## src/rtl/mining_nonce_sched.sv

```systemverilog
// mining_nonce_sched: nonce scheduler and leading-zero target checker that sits between the
// mining control FSM and a SHA-256 hasher. It hands the hasher one nonce per job, captures the
// top DIFF_BITS bits of the digest and walks the nonce space until a hit or until the all-ones
// nonce has been tried.
//
// Optional feature macro: MINING_HIT_CNT_EN
//   defined   -> adds hit_count output; hits are counted and the search only ends in EXHAUSTED.
//   undefined -> the first hit stops the search in FOUND.
//
// Ports:
//   clock        in   1        single clock, all logic on posedge
//   reset        in   1        synchronous, active-high
//   start        in   1        begin search (honoured in IDLE, FOUND, EXHAUSTED)
//   abort        in   1        cancel search, any state -> IDLE
//   hash_done    in   1        hasher result valid pulse
//   HASH         in   256      hasher digest, sampled only on hash_done in WAIT
//   hash_start   out  1        one-cycle job start pulse to the hasher
//   nonce        out  NONCE_W  nonce under test
//   busy         out  1        high in LOAD/ISSUE/WAIT/CHECK
//   found        out  1        hit indication (level in FOUND, or pulse with hit counting)
//   exhausted    out  1        level while in EXHAUSTED
//   found_nonce  out  NONCE_W  nonce of the most recent hit
//   state        out  3        current FSM state (debug)
//   hit_count    out  16       saturating hit counter (MINING_HIT_CNT_EN only)

module mining_nonce_sched #(
  parameter int unsigned NONCE_W    = 32,
  parameter int unsigned DIFF_BITS  = 10,
  parameter int unsigned NONCE_INIT = 0
) (
  input  logic               clock,
  input  logic               reset,
  input  logic               start,
  input  logic               abort,
  input  logic               hash_done,
  input  logic [255:0]       HASH,
  output logic               hash_start,
  output logic [NONCE_W-1:0] nonce,
  output logic               busy,
  output logic               found,
  output logic               exhausted,
  output logic [NONCE_W-1:0] found_nonce,
  output logic [2:0]         state
`ifdef MINING_HIT_CNT_EN
  ,
  output logic [15:0]        hit_count
`endif
);

  localparam logic [2:0] StIdle      = 3'd0;
  localparam logic [2:0] StLoad      = 3'd1;
  localparam logic [2:0] StIssue     = 3'd2;
  localparam logic [2:0] StWait      = 3'd3;
  localparam logic [2:0] StCheck     = 3'd4;
  localparam logic [2:0] StFound     = 3'd5;
  localparam logic [2:0] StExhausted = 3'd6;

  localparam logic [NONCE_W-1:0] InitNonce = NONCE_W'(NONCE_INIT);

  logic [2:0]           state_q, state_d;
  logic [NONCE_W-1:0]   nonce_q, nonce_d;
  logic [NONCE_W-1:0]   found_nonce_q, found_nonce_d;
  logic [DIFF_BITS-1:0] hit_bits_q, hit_bits_d;
  logic                 is_hit;
  logic                 last_nonce;

`ifdef MINING_HIT_CNT_EN
  logic [15:0] hit_count_q, hit_count_d;
  logic        found_pulse_q, found_pulse_d;
`endif

  // Only the leading DIFF_BITS of the digest matter; the rest is sunk here.
  logic unused_hash_low;
  assign unused_hash_low = ^HASH[255-DIFF_BITS:0];

  assign is_hit     = (hit_bits_q == '0);
  assign last_nonce = (nonce_q == '1);

  always_comb begin
    state_d       = state_q;
    nonce_d       = nonce_q;
    found_nonce_d = found_nonce_q;
    hit_bits_d    = hit_bits_q;
`ifdef MINING_HIT_CNT_EN
    hit_count_d   = hit_count_q;
    found_pulse_d = 1'b0;
`endif

    if (abort) begin
      // Abort wins over everything but reset; nonce and found_nonce are kept.
      state_d = StIdle;
    end else begin
      case (state_q)
        StIdle, StFound, StExhausted: begin
          if (start) begin
            state_d = StLoad;
`ifdef MINING_HIT_CNT_EN
            hit_count_d = '0;
`endif
          end
        end
        StLoad: begin
          nonce_d = InitNonce;
          state_d = StIssue;
        end
        StIssue: begin
          state_d = StWait;
        end
        StWait: begin
          // No timeout: a hasher that never answers parks the FSM here until abort/reset.
          if (hash_done) begin
            hit_bits_d = HASH[255 -: DIFF_BITS];
            state_d    = StCheck;
          end
        end
        StCheck: begin
`ifdef MINING_HIT_CNT_EN
          // Record the hit and keep searching; only nonce exhaustion ends the run.
          if (is_hit) begin
            found_nonce_d = nonce_q;
            found_pulse_d = 1'b1;
            if (hit_count_q != 16'hFFFF) begin
              hit_count_d = hit_count_q + 16'd1;
            end
          end
          if (last_nonce) begin
            state_d = StExhausted;
          end else begin
            nonce_d = nonce_q + NONCE_W'(1);
            state_d = StIssue;
          end
`else
          if (is_hit) begin
            found_nonce_d = nonce_q;
            state_d       = StFound;
          end else if (last_nonce) begin
            // The all-ones nonce was the last candidate; do not wrap.
            state_d = StExhausted;
          end else begin
            nonce_d = nonce_q + NONCE_W'(1);
            state_d = StIssue;
          end
`endif
        end
        default: begin
          state_d = StIdle;
        end
      endcase
    end
  end

  always_ff @(posedge clock) begin
    if (reset) begin
      state_q       <= StIdle;
      nonce_q       <= InitNonce;
      found_nonce_q <= '0;
      hit_bits_q    <= '1;
`ifdef MINING_HIT_CNT_EN
      hit_count_q   <= '0;
      found_pulse_q <= 1'b0;
`endif
    end else begin
      state_q       <= state_d;
      nonce_q       <= nonce_d;
      found_nonce_q <= found_nonce_d;
      hit_bits_q    <= hit_bits_d;
`ifdef MINING_HIT_CNT_EN
      hit_count_q   <= hit_count_d;
      found_pulse_q <= found_pulse_d;
`endif
    end
  end

  // abort in ISSUE must kill the job request in the same cycle.
  assign hash_start  = (state_q == StIssue) && !abort;
  assign nonce       = nonce_q;
  assign busy        = (state_q == StLoad) || (state_q == StIssue) ||
                       (state_q == StWait) || (state_q == StCheck);
  assign exhausted   = (state_q == StExhausted);
  assign found_nonce = found_nonce_q;
  assign state       = state_q;

`ifdef MINING_HIT_CNT_EN
  assign found     = found_pulse_q;
  assign hit_count = hit_count_q;
`else
  assign found     = (state_q == StFound);
`endif

endmodule

```

## config.mk

```make
export PLATFORM = sky130hd
export DESIGN_NAME = mining_nonce_sched
export DESIGN_NICKNAME = d
export VERILOG_FILES = /design/src/rtl/mining_nonce_sched.sv
export SDC_FILE = /design/constraint.sdc
export NUM_CORES = 1
export LEC_CHECK = 0
export ABC_AREA = 1
export ABC_CLOCK_PERIOD_IN_PS = 1600
export CAP_MARGIN = 20
export CELL_PAD_IN_SITES_DETAIL_PLACEMENT = 1
export CELL_PAD_IN_SITES_GLOBAL_PLACEMENT = 2
export CORE_MARGIN = 2
export CORE_UTILIZATION = 13
export DETAILED_ROUTE_END_ITERATION = 8
export GPL_TIMING_DRIVEN = 0
export PLACE_DENSITY_LB_ADDON = 0.25
export SLEW_MARGIN = 0
export SYNTH_ARGS = -nofsm -noshare
export SYNTH_HDL_FRONTEND = slang
export SYNTH_SLANG_ARGS = --single-unit
```

## constraint.sdc

```tcl
create_clock -name clock -period 1.6 [get_ports clock]
set_input_delay 0.24 -clock clock [delete_from_list [all_inputs] [get_ports clock]]
set_output_delay 0.24 -clock clock [all_outputs]
set_load 0.02 [all_outputs]
```

==> results.toml <==
[outcome]
run_status = "finished with violations"
violations = "setup timing"

[global_routing]
grt_max_degree = 15
antenna_found_initial = 2
grt_pass1_wl_um = 30900
grt_pass1_vias = 4888
busiest_layer = "met2"
met1_usage_pct = 17.68
grt_use_met2_pct = 18.56
grt_remaining_overflow = 0
met3_usage_pct = 3.487
grtUsageTotal_pct = 12.57

[clock_network]
cts-root-buf = "clkbuf_16"
cts-htree-levels = 3
cts_buffer_depth = 2
cts.sinks = 77
clock_latency_ns = 0.37
clkTransAtPathRegs_ns = 0.07
cts_made_buffers = 9
cts_hold_buf = 0
cts_tree = "done"

[layout]
finalNetCount = 1044
multi_input_comb_area_um2 = 2484
syn_to_final_growth_pct = 65.96
stdcell_area_um2 = 6784
regArea_um2 = 1599
drive_gt1_share_pct = 26.30
instances_no_fill = 1185
n_fill_cell = 3746

[synthesis]
yosysSeqAreaShare_pct = 37.71
synth_cell_types = 28
syn_inst = 647
synth_largest_area_cell = "dfxtp_1"
synth_top_area_share_pct = 37.71
syn-num-nets = 909
mappedNetlistArea_um2 = 4088
ys_seq_elements = 77
synth_area_per_cell_um2 = 6.318
yosysWarnings = 0
synth_area_leaders = "dfxtp_1, nand2_1, nor2_1"

[placement]
place_ws_ns = -0.9445
io_buffers = 85
gp_congestion = 0.7625
dpl_cell_area_um2 = 5474
dp_cells = 1128
dp_hpwl_um = 15300

[route]
post-route-drc-count = 0
routed_wl_um = 20420
first_pass_iters = 4
antenna_left = 0
detail_route.wl_per_cell_um = 17.23
vias_per_cell = 3.967
vias = 4701
first_iter_violations = 280

[die]
start_util_pct = 13.29
coreArea_um2 = 30750
rows = 64
die_h_um = 181.3
top_level_ports = 332
die_w_um = 181.3
dieArea_um2 = 32880

[sta]
fin_ws_ns = -0.1393
hold_viol_final = 0
max_slew.worst_pin.slew_ns = 0.7690
fin_crit_sh_pct = 108.7
setup_violations = 34
finalMaxSlewViolations = 0
fmax_mhz = 574.9
holdWs_ns = 0.4414
min_period_ns = 1.739
slew_headroom_pct = 48.73
finClkSkew_ns = 0.01468
rsz0062_at_grt = "true"

[worst_setup_path]
cpMostUsedCell = "buf_12"
crit_fanout = 6
cp-end-kind = "flop"
start_kind = "flop"
path_class = "flop to flop"
cp.required_ns = 1.86
crit_arrival_ns = 1.99
critPathMaxStageDelay_ns = 0.38
cpMaxStageDelayCell = "dfxtp_4"
worstPathCellList = "nor2_4, nand2_4, buf_6, a21oi_4, buf_12, nand3_4, buf_12, clkbuf_16, nor2_2, nor2_1"

[power]
ir_worst_vdd_v = 0.0004875
power_density_nw_per_um2 = 701.8
p_leak_nw = 2.944
total_power_w = 0.004761

[job]
drv_cap = 0

[hold_path]
hp-class = "input port to flop"
[worst paths after layout]
path,from,slack [ns],end,cells past startpoint
worst min-delay path,HASH[248],0.44,hit_bits_q[2],3
worst max register to register,state[0],-0.14,nonce[27],10
worst max-delay path,state[0],-0.14,nonce[27],10
worst min register to register,hit_bits_q[0],0.47,hit_bits_q[0],2
[Yosys cell counts]
cell and count:
o211ai_1 2, nor2_1 104, dfxtp_1 77, clkbuf_1 11
nor2_2 6, nand2_2 1, or2_1 1, ha_1 1
nand3b_1 1, buf_6 1, o21bai_1 6, nand3_4 1
buf_8 1, nor3_1 2, nand3_2 1, nand4_1 30
clkbuf_2 2, inv_1 69, nor2_4 3, nand2_1 179
inv_2 4, buf_2 12, buf_4 2, a21oi_4 1
nand3_1 35, nand2_4 1, a21oi_1 54, o21ai_0 39
[cell usage in the layout, fill, tap and decap left out, types with 2 or more instances in the layout]
master / netlist / final
nand2_1: 179 / 164
nor2_1: 104 / 69
inv_1: 69 / 66
dfxtp_1: 77 / 47
a21oi_1: 54 / 46
clkdlybuf4s50_1: 0 / 37
dlygate4sd2_1: 0 / 35
o21ai_0: 39 / 34
nand4_1: 30 / 30
nand3_1: 35 / 27
buf_4: 2 / 24
nor2_2: 6 / 23
dfxtp_2: 0 / 22
nor2_4: 3 / 21
clkbuf_16: 0 / 14
nand2_2: 1 / 13
buf_6: 1 / 13
buf_12: 0 / 10
dlymetal6s2s_1: 0 / 9
a21oi_2: 0 / 8
dfxtp_4: 0 / 8
inv_2: 4 / 6
nand3_2: 1 / 6
clkbuf_2: 2 / 5
o21bai_1: 6 / 5
nand2_4: 1 / 4
nand3_4: 1 / 4
buf_8: 1 / 4
clkbuf_8: 0 / 4
o21ai_1: 0 / 4
clkbuf_1: 11 / 3
clkbuf_4: 0 / 3
diode_2: 0 / 2
inv_4: 0 / 2
o211ai_1: 2 / 2
clkinv_4: 0 / 2
[report_power, final]
group / internal, W / total [W] / switching (W)
Sequential: 0.00194 / 0.00200 / 0.0000532
Clock: 0.00120 / 0.00217 / 0.000966
Combinational: 0.000259 / 0.000598 / 0.000339
Total: 0.00340 / 0.00476 / 0.00136
[timing repair]
| action | CTS | global route |
|---|---|---|
| buffers inserted | 25 | 9 |
| setup endpoints to repair | 116 | 88 |
| gates resized for setup | 196 | 63 |
| pin swaps | 29 | 20 |
| cloned | 5 | 2 |
[flip-flops by register name, indices dropped and copies added (netlist names)]
| signal | flops |
|---|---|
| found_nonce | 32 |
| nonce | 32 |
| state | 3 |
| hit_bits_q | 10 |
[through the flow]
step                      TNS [ns]  utilization, %
after floorplan                  0               -
after global placement      -48.83           17.80
after detailed placement    -47.67           17.80
after CTS                   -3.011           21.07
after global routing        -8.068           22.05
final                       -2.750           22.06
[worst max-delay path, delay by kind of cell, from the launching register on]
kind	cells	cell delay (ns)
AND/OR/NAND/NOR	5	0.50
AO/OA/AOI/OAI	1	0.15
buffers and inverters	4	0.60
flip-flops	1	0.38
[metal layers]
| metal | part of all wire, % | wire length, um | vias up |
|---|---|---|---|
| li1 | - | - | 2348 |
| met1 | 51 | 10350 | 2247 |
| met2 | 42 | 8616 | 94 |
| met3 | 5.9 | 1198 | 12 |
| met4 | 1.2 | 252 | 0 |
| met5 | 0 | 0 | - |
[cells by family after synthesis]
| kind of cell | synth area share (%) |
|---|---|
| AND/OR/NAND/NOR | 38.29 |
| flip-flops | 37.71 |
| AO/OA/AOI/OAI | 13.25 |
| adder cells (fa/ha/maj) | 0.3060 |
| buffers and inverters | 10.44 |
[final cells by class]
| type | instances | area share, % |
|---|---|---|
| Antenna cell | 2 | 0.07377 |
| Timing Repair Buffer | 124 | 19.07 |
| Clock buffer | 11 | 3.892 |
| Buffer | 29 | 4.814 |
| Inverter | 73 | 4.076 |
| Tap cell | 396 | 7.304 |
| Multi-Input combinational cell | 468 | 36.61 |
| Sequential cell | 77 | 23.57 |
| Clock inverter | 5 | 0.5902 |
No activity file was read; power rests on OpenSTA's default activity.
